$ cat config.mk
export PLATFORM = sky130hd
export DESIGN_NAME = spi_flash_read_ctrl
export DESIGN_NICKNAME = d
export VERILOG_FILES = /design/src/rtl/spi_flash_pkg.sv /design/src/rtl/spi_sck_gen.sv /design/src/rtl/spi_flash_read_ctrl.sv
export SDC_FILE = /design/constraint.sdc
export NUM_CORES = 1
export LEC_CHECK = 0
export ABC_CLOCK_PERIOD_IN_PS = 2400
export BUFFER_PORTS_ARGS = -buffer_cell sky130_fd_sc_hd__buf_4
export CORE_AREA = 4 4 99 101
export CTS_CLUSTER_SIZE = 20
export DETAILED_ROUTE_END_ITERATION = 7
export DIE_AREA = 0 0 103 105
export GPL_ROUTABILITY_DRIVEN = 1
export PLACE_DENSITY = 0.75
export SETUP_SLACK_MARGIN = 0.02
export SYNTH_ARGS = -nofsm -noshare
export SYNTH_HDL_FRONTEND = slang
export SYNTH_SLANG_ARGS = --single-unit
$ cat constraint.sdc
create_clock -name clk -period 2.4 [get_ports clk]
set_input_delay 0.48 -clock clk [delete_from_list [all_inputs] [get_ports clk]]
set_output_delay 0.48 -clock clk [all_outputs]
set_load 0.05 [all_outputs]
$ cat src/rtl/spi_flash_pkg.sv
// Shared definitions for the SPI NOR flash read controller.
// Contents: flash opcodes, address/dummy field widths and the controller
// state encoding used by spi_flash_read_ctrl.
package spi_flash_pkg;

  localparam logic [7:0]  OPC_READ      = 8'h03;
  localparam logic [7:0]  OPC_FAST_READ = 8'h0B;
  localparam int unsigned ADDR_BITS     = 24;
  localparam int unsigned DUMMY_BITS    = 8;

  typedef enum logic [1:0] {
    IDLE,
    SHIFT,
    HOLD,
    GAP
  } state_e;

endpackage

$ cat src/rtl/spi_sck_gen.sv
// SCK half-period timer for the SPI read controller.
// Ports:
//   clk, rst  - clock, synchronous active-low reset
//   clr       - restart the timer: counter to 0, phase back to SCK-low
//   en        - count while high
//   tick_c    - one-cycle strobe: an SCK edge is due on the next clk edge
//   rise_c    - tick_c for a low-to-high SCK edge
//   fall_c    - tick_c for a high-to-low SCK edge
module spi_sck_gen #(
  parameter int unsigned CLK_DIV = 2,
  parameter int unsigned DIV_W   = 8
) (
  input  logic clk,
  input  logic rst,
  input  logic clr,
  input  logic en,
  output logic tick_c,
  output logic rise_c,
  output logic fall_c
);

  logic [DIV_W-1:0] cnt_q, cnt_d;
  logic             phase_q, phase_d;

  // Phase tracks the SCK level the next tick will leave behind.
  always_comb begin
    tick_c  = en && (cnt_q == DIV_W'(CLK_DIV - 1));
    rise_c  = tick_c && !phase_q;
    fall_c  = tick_c && phase_q;
    cnt_d   = cnt_q;
    phase_d = phase_q;
    if (clr) begin
      cnt_d   = '0;
      phase_d = 1'b0;
    end else if (en) begin
      if (tick_c) begin
        cnt_d   = '0;
        phase_d = !phase_q;
      end else begin
        cnt_d = cnt_q + DIV_W'(1);
      end
    end
  end

  always_ff @(posedge clk) begin
    if (!rst) begin
      cnt_q   <= '0;
      phase_q <= 1'b0;
    end else begin
      cnt_q   <= cnt_d;
      phase_q <= phase_d;
    end
  end

endmodule

$ cat src/rtl/spi_flash_read_ctrl.sv
// Single-lane SPI mode-0 read sequencer for serial NOR flash:
// opcode, 24-bit address, (optional dummy byte), then req_len data bytes.
// Build option: define SPI_FAST_READ_EN to issue FAST_READ (0x0B) with
// 8 dummy clocks; otherwise READ (0x03) with no dummy clocks.
// Ports:
//   clk, rst                  - clock, synchronous active-low reset
//   req_valid/req_ready       - request handshake (one request at a time)
//   req_addr, req_len         - flash byte address, byte count (0 = no bus cycle)
//   rd_data, rd_valid         - received byte and its one-cycle strobe
//   done, busy                - completion pulse, transaction in progress
//   spi_cs_n/sck/mosi/miso    - flash pins
module spi_flash_read_ctrl
  import spi_flash_pkg::*;
#(
  parameter int unsigned CLK_DIV     = 2,
  parameter int unsigned DIV_W       = 8,
  parameter int unsigned LEN_W       = 16,
  parameter int unsigned CS_HIGH_MIN = 4
) (
  input  logic             clk,
  input  logic             rst,
  input  logic             req_valid,
  output logic             req_ready,
  input  logic [23:0]      req_addr,
  input  logic [LEN_W-1:0] req_len,
  output logic [7:0]       rd_data,
  output logic             rd_valid,
  output logic             done,
  output logic             busy,
  output logic             spi_cs_n,
  output logic             spi_sck,
  output logic             spi_mosi,
  input  logic             spi_miso
);

`ifdef SPI_FAST_READ_EN
  localparam int unsigned HDR_BITS = 8 + ADDR_BITS + DUMMY_BITS;
`else
  localparam int unsigned HDR_BITS = 8 + ADDR_BITS;
`endif
  localparam int unsigned HCNT_W = $clog2(HDR_BITS + 1);
  localparam int unsigned GAP_W  = (CS_HIGH_MIN > 1) ? $clog2(CS_HIGH_MIN) : 1;

  logic [HDR_BITS-1:0] hdr_c;
`ifdef SPI_FAST_READ_EN
  assign hdr_c = {OPC_FAST_READ, req_addr, DUMMY_BITS'(0)};
`else
  assign hdr_c = {OPC_READ, req_addr};
`endif

  state_e              state_q, state_d;
  logic [HDR_BITS-1:0] tx_q, tx_d;
  logic [HCNT_W-1:0]   hcnt_q, hcnt_d;
  logic [2:0]          bit_q, bit_d;
  logic [LEN_W-1:0]    len_q, len_d;
  logic [7:0]          rx_q, rx_d;
  logic                pend_q, pend_d;
  logic [GAP_W-1:0]    gap_q, gap_d;
  logic                req_ready_q, req_ready_d;
  logic [7:0]          rd_data_q, rd_data_d;
  logic                rd_valid_q, rd_valid_d;
  logic                done_q, done_d;
  logic                busy_q, busy_d;
  logic                cs_n_q, cs_n_d;
  logic                sck_q, sck_d;
  logic                mosi_q, mosi_d;

  logic sck_clr_c, sck_en_c, tick_c, rise_c, fall_c, data_ph_c;

  spi_sck_gen #(
    .CLK_DIV (CLK_DIV),
    .DIV_W   (DIV_W)
  ) u_sck_gen (
    .clk    (clk),
    .rst    (rst),
    .clr    (sck_clr_c),
    .en     (sck_en_c),
    .tick_c (tick_c),
    .rise_c (rise_c),
    .fall_c (fall_c)
  );

  // Next-state and output logic.
  always_comb begin
    state_d     = state_q;
    tx_d        = tx_q;
    hcnt_d      = hcnt_q;
    bit_d       = bit_q;
    len_d       = len_q;
    rx_d        = rx_q;
    pend_d      = 1'b0;
    gap_d       = gap_q;
    req_ready_d = req_ready_q;
    rd_data_d   = rd_data_q;
    rd_valid_d  = 1'b0;
    done_d      = 1'b0;
    cs_n_d      = cs_n_q;
    sck_d       = sck_q;
    mosi_d      = mosi_q;
    sck_clr_c   = 1'b0;
    sck_en_c    = (state_q == SHIFT) || (state_q == HOLD);
    data_ph_c   = (hcnt_q == HCNT_W'(HDR_BITS));

    // A completed byte is published one cycle after the sampling edge.
    if (pend_q) begin
      rd_valid_d = 1'b1;
      rd_data_d  = rx_q;
    end

    case (state_q)
      IDLE: begin
        req_ready_d = 1'b1;
        if (req_valid && req_ready_q) begin
          req_ready_d = 1'b0;
          len_d       = req_len;
          hcnt_d      = '0;
          bit_d       = '0;
          tx_d        = hdr_c;
          if (req_len == '0) begin
            // Skip the bus entirely; the single GAP cycle carries done.
            state_d = GAP;
            gap_d   = GAP_W'(CS_HIGH_MIN - 1);
            done_d  = 1'b1;
          end else begin
            state_d   = SHIFT;
            cs_n_d    = 1'b0;
            sck_d     = 1'b0;
            mosi_d    = hdr_c[HDR_BITS-1];
            sck_clr_c = 1'b1;
          end
        end
      end

      SHIFT: begin
        if (rise_c) begin
          sck_d = 1'b1;
          if (data_ph_c) begin
            rx_d = {rx_q[6:0], spi_miso};
            if (bit_q == 3'd7) begin
              pend_d = 1'b1;
              len_d  = len_q - LEN_W'(1);
            end
          end
        end else if (fall_c) begin
          sck_d = 1'b0;
          if (!data_ph_c) begin
            // Zeros shift in behind the header, so mosi idles low for data.
            tx_d   = {tx_q[HDR_BITS-2:0], 1'b0};
            mosi_d = tx_q[HDR_BITS-2];
            hcnt_d = hcnt_q + HCNT_W'(1);
          end else begin
            bit_d = bit_q + 3'd1;
            if ((bit_q == 3'd7) && (len_q == '0)) begin
              state_d = HOLD;
            end
          end
        end
      end

      HOLD: begin
        if (tick_c) begin
          cs_n_d  = 1'b1;
          state_d = GAP;
          gap_d   = '0;
          if (CS_HIGH_MIN == 1) begin
            done_d = 1'b1;
          end
        end
      end

      GAP: begin
        gap_d = gap_q + GAP_W'(1);
        if (32'(gap_q) + 32'd2 == CS_HIGH_MIN) begin
          done_d = 1'b1;
        end
        if (32'(gap_q) + 32'd1 == CS_HIGH_MIN) begin
          state_d     = IDLE;
          req_ready_d = 1'b1;
        end
      end

      default: state_d = IDLE;
    endcase

    busy_d = (state_d != IDLE);
  end

  always_ff @(posedge clk) begin
    if (!rst) begin
      state_q     <= IDLE;
      tx_q        <= '0;
      hcnt_q      <= '0;
      bit_q       <= '0;
      len_q       <= '0;
      rx_q        <= '0;
      pend_q      <= 1'b0;
      gap_q       <= '0;
      req_ready_q <= 1'b0;
      rd_data_q   <= '0;
      rd_valid_q  <= 1'b0;
      done_q      <= 1'b0;
      busy_q      <= 1'b0;
      cs_n_q      <= 1'b1;
      sck_q       <= 1'b0;
      mosi_q      <= 1'b0;
    end else begin
      state_q     <= state_d;
      tx_q        <= tx_d;
      hcnt_q      <= hcnt_d;
      bit_q       <= bit_d;
      len_q       <= len_d;
      rx_q        <= rx_d;
      pend_q      <= pend_d;
      gap_q       <= gap_d;
      req_ready_q <= req_ready_d;
      rd_data_q   <= rd_data_d;
      rd_valid_q  <= rd_valid_d;
      done_q      <= done_d;
      busy_q      <= busy_d;
      cs_n_q      <= cs_n_d;
      sck_q       <= sck_d;
      mosi_q      <= mosi_d;
    end
  end

  assign req_ready = req_ready_q;
  assign rd_data   = rd_data_q;
  assign rd_valid  = rd_valid_q;
  assign done      = done_q;
  assign busy      = busy_q;
  assign spi_cs_n  = cs_n_q;
  assign spi_sck   = sck_q;
  assign spi_mosi  = mosi_q;

endmodule
==> metrics.yaml <==
diodes: 0
synthesis.area_per_instance_sq_um: 8.79
ios: 59
floorplan.die.height_um: 105
grt-ovfl-total: 0
worst_r2r_startpoint: "state_q[0]$_SDFF_PN0_"
ant_nets: 0
grt.total_usage: 0.212
start_util: 0.503
clkSinkCount: 93
synthesis.nets: 574
area_delta_synth_final_pct: 22.2
core_region_area_sq_mm: 0.00902
die_area_sq_mm: 0.0108
grt_max_degree: 36
slew_headroom: 0.497
cp_max_fo: 5
timing.setup.critical_path_class: "flop to flop"
port_buffers: 58
final_net_count: 643
detailedRoute.firstPassIterationCount: 4
drv_cap: 0
post_layout_nonfiller_instances: 699
final.setup_skew_ns: 0.0196
vias: 4153
clk_transition_reported_paths_ns: 0.09
drt-total-wl_um: 11000
final_max_slew_viol_count: 0
route.detailed.wl_per_inst_um: 15.7
tritoncts.num_buffers: 9
final_core_util: 0.614
postSynth.asyncResetShare: 0
setup_tns_ns: 0
placedCellCount: 677
antenna_violations_before_repair: 0
worstSkewPairLatency_ns: 0.37
seq_area_frac_synth: 0.411
remaining_drc_errors: 0
grt_pass1_vias: 4093
power.leakage_nw: 2.17
syn_inst: 516
fin_total_pwr_mw: 3.54
max_slew.worst_pin.slew_ns: 0.746
synthFlopType: "sky130_fd_sc_hd__dfxtp_1"
synth-edff-count: 0
cellPowerDensity_mw_per_mm2: 640
timing.final.crit_share: 0.974
worstPathRequired_ns: 2.69
whs_ns: 0.352
hold_path.startpoint: "spi_miso"
gp_congestion: 0.863
critPathLaunchType: "flop"
drt_first_iter_violations: 190
timing.final.hold_violations: 0
setup-violations-final: 0
clockBufferDepth: 2
max-vdd-ir-drop_mv: 0.310
worstHoldPathType: "input port to flop"
cp-end-kind: "flop"
via_per_inst: 5.94
synth.ff_latch_count: 93
post_route_cells_drive_above_1_share: 0.240
rows: 35
cp.arrival_ns: 2.63
clock_tree_from_tritoncts: "yes"
hpwlAfterDp_um: 7370
max_clock_freq_mhz: 428
layout.cells.most_common_list: "sky130_fd_sc_hd__dfxtp_1, sky130_fd_sc_hd__buf_4, sky130_fd_sc_hd__nor2_1"
n_fill_cell: 771
layout.cells.most_common: "sky130_fd_sc_hd__dfxtp_1"
yosysUniqueCellTypes: 59
grt_first_pass_wirelength_um: 18900
outcome: "finished clean"
timing.critical_path.from: "state_q[0]$_SDFF_PN0_"
maximum_level_of_the_cts_h_tree: 3
finalCriticalPeriod_ns: 2.34
syn_area_sq_mm: 0.00453
ctsRootBufferMaster: "sky130_fd_sc_hd__clkbuf_8"
rsz_0062_raised_after_global_routing: "true"
die-width_um: 103
yosysWarningCount: 0
Yosys cell counts, types with 3 or more instances:
cell                       count  share of area
sky130_fd_sc_hd__nand3_1      14          0.015
sky130_fd_sc_hd__nor2b_1       6         0.0083
sky130_fd_sc_hd__o21ai_1       3         0.0033
sky130_fd_sc_hd__dfxtp_1      93           0.41
sky130_fd_sc_hd__a211oi_1     22          0.036
sky130_fd_sc_hd__a21oi_1      52          0.057
sky130_fd_sc_hd__o21ai_0      17          0.019
sky130_fd_sc_hd__and3_1        7         0.0097
sky130_fd_sc_hd__or3_2         3         0.0050
sky130_fd_sc_hd__xnor2_1       4         0.0077
sky130_fd_sc_hd__nand2_1      32          0.026
sky130_fd_sc_hd__inv_1        11         0.0091
sky130_fd_sc_hd__mux2i_1      44          0.097
sky130_fd_sc_hd__nor3b_1       3         0.0050
sky130_fd_sc_hd__or3_1         3         0.0041
sky130_fd_sc_hd__a21o_1        5         0.0083
sky130_fd_sc_hd__o221a_2       4         0.0099
sky130_fd_sc_hd__o31ai_1       5         0.0083
sky130_fd_sc_hd__xor2_1        3         0.0058
sky130_fd_sc_hd__o211ai_1      4         0.0066
sky130_fd_sc_hd__nor3_1        9         0.0099
sky130_fd_sc_hd__buf_2         5         0.0055
sky130_fd_sc_hd__o32ai_1       6          0.012
sky130_fd_sc_hd__ha_1         14          0.039
sky130_fd_sc_hd__nor2_1       54          0.045
sky130_fd_sc_hd__clkbuf_1     29          0.024
sky130_fd_sc_hd__nor4_1        5         0.0069
sky130_fd_sc_hd__or4_1         6         0.0099
sky130_fd_sc_hd__nand4_1       7         0.0097
sky130_fd_sc_hd__o22ai_1       6         0.0083
layout make-up:
class / count / area (sq um) / share of cell area
clock inverters: 4 / 26.3 / 0.00474
repair buffers: 94 / 761 / 0.137
well taps: 111 / 139 / 0.0251
multi-input cells: 374 / 2560 / 0.463
inverters: 13 / 48.8 / 0.00881
clock buffers: 10 / 138 / 0.0248
flip-flops and latches: 93 / 1860 / 0.337
final timing paths:
path,slack [ns],to,cells past startpoint
worst min-delay path,0.35,rx_q[0]$_SDFFE_PN0P_,3
worst min register to register,0.47,len_q[9]$_SDFFE_PN0P_,2
worst max register to register,0.06,hcnt_q[2]$_SDFFE_PN0P_,7
worst max-delay path,0.06,hcnt_q[2]$_SDFFE_PN0P_,7
repair_timing:
action,4_1_cts,5_1_grt
pin swaps,0,4
hold buffers,0,0
resized for setup,2,13
buffers inserted,1,5
endpoints found under the setup margin,4,50
gates cloned,0,2
cell families (layout without fill, tap and decap cells):
group | after synthesis | count (layout) | share of synthesized area
AO/OA/AOI/OAI | 148 | 149 | 0.215
XOR/XNOR | 7 | 7 | 0.0135
adder cells (fa/ha/maj) | 14 | 14 | 0.0386
buffers and inverters | 50 | 121 | 0.0461
flip-flops | 93 | 93 | 0.411
multiplexers | 44 | 44 | 0.0971
AND/OR/NAND/NOR | 160 | 160 | 0.179
flip-flops by register name, summed over array words and instances, names as in the netlist, 2 cells and up:
name             cells
state_q              2
u_sck_gen.cnt_q      8
hcnt_q               6
rx_q                 8
tx_q                31
rd_data              8
bit_q                3
len_q               16
gap_q                2
per-layer routing:
| layer | vias up | routed length (um) | track usage |
|---|---|---|---|
| li1 | 2038 | - | - |
| met1 | 1986 | 4990 | 0.292 |
| met2 | 112 | 5180 | 0.328 |
| met3 | 17 | 610 | 0.0360 |
| met4 | 0 | 201 | 0.0786 |
| met5 | - | 0 | 0 |
stage by stage:
step                      setup WS [ns]  area [sq um]
after floorplan                 -0.0439          4560
after global placement          -0.0221          5220
after detailed placement         -0.104          5220
after CTS                        0.0243          5400
after global routing             0.0121          5540
final                            0.0633          5540
where the power goes:
group          leakage, nW  switching [mW]  internal [mW]
Combinational         1.33           0.509          0.387
Sequential           0.757          0.0657           1.64
Clock               0.0840           0.549          0.392
Total                 2.17            1.12           2.42
critical path: stages, from the launching register on:
cell and delay (ns):
sky130_fd_sc_hd__dfxtp_2 0.36, sky130_fd_sc_hd__inv_2 0.05, sky130_fd_sc_hd__ha_4 0.25, sky130_fd_sc_hd__or4b_4 0.51, sky130_fd_sc_hd__or2_4 0.29, sky130_fd_sc_hd__o21a_4 0.23
sky130_fd_sc_hd__or3_2 0.44, sky130_fd_sc_hd__a21oi_1 0.12
Note: power is estimated with default switching activity, not from simulation.
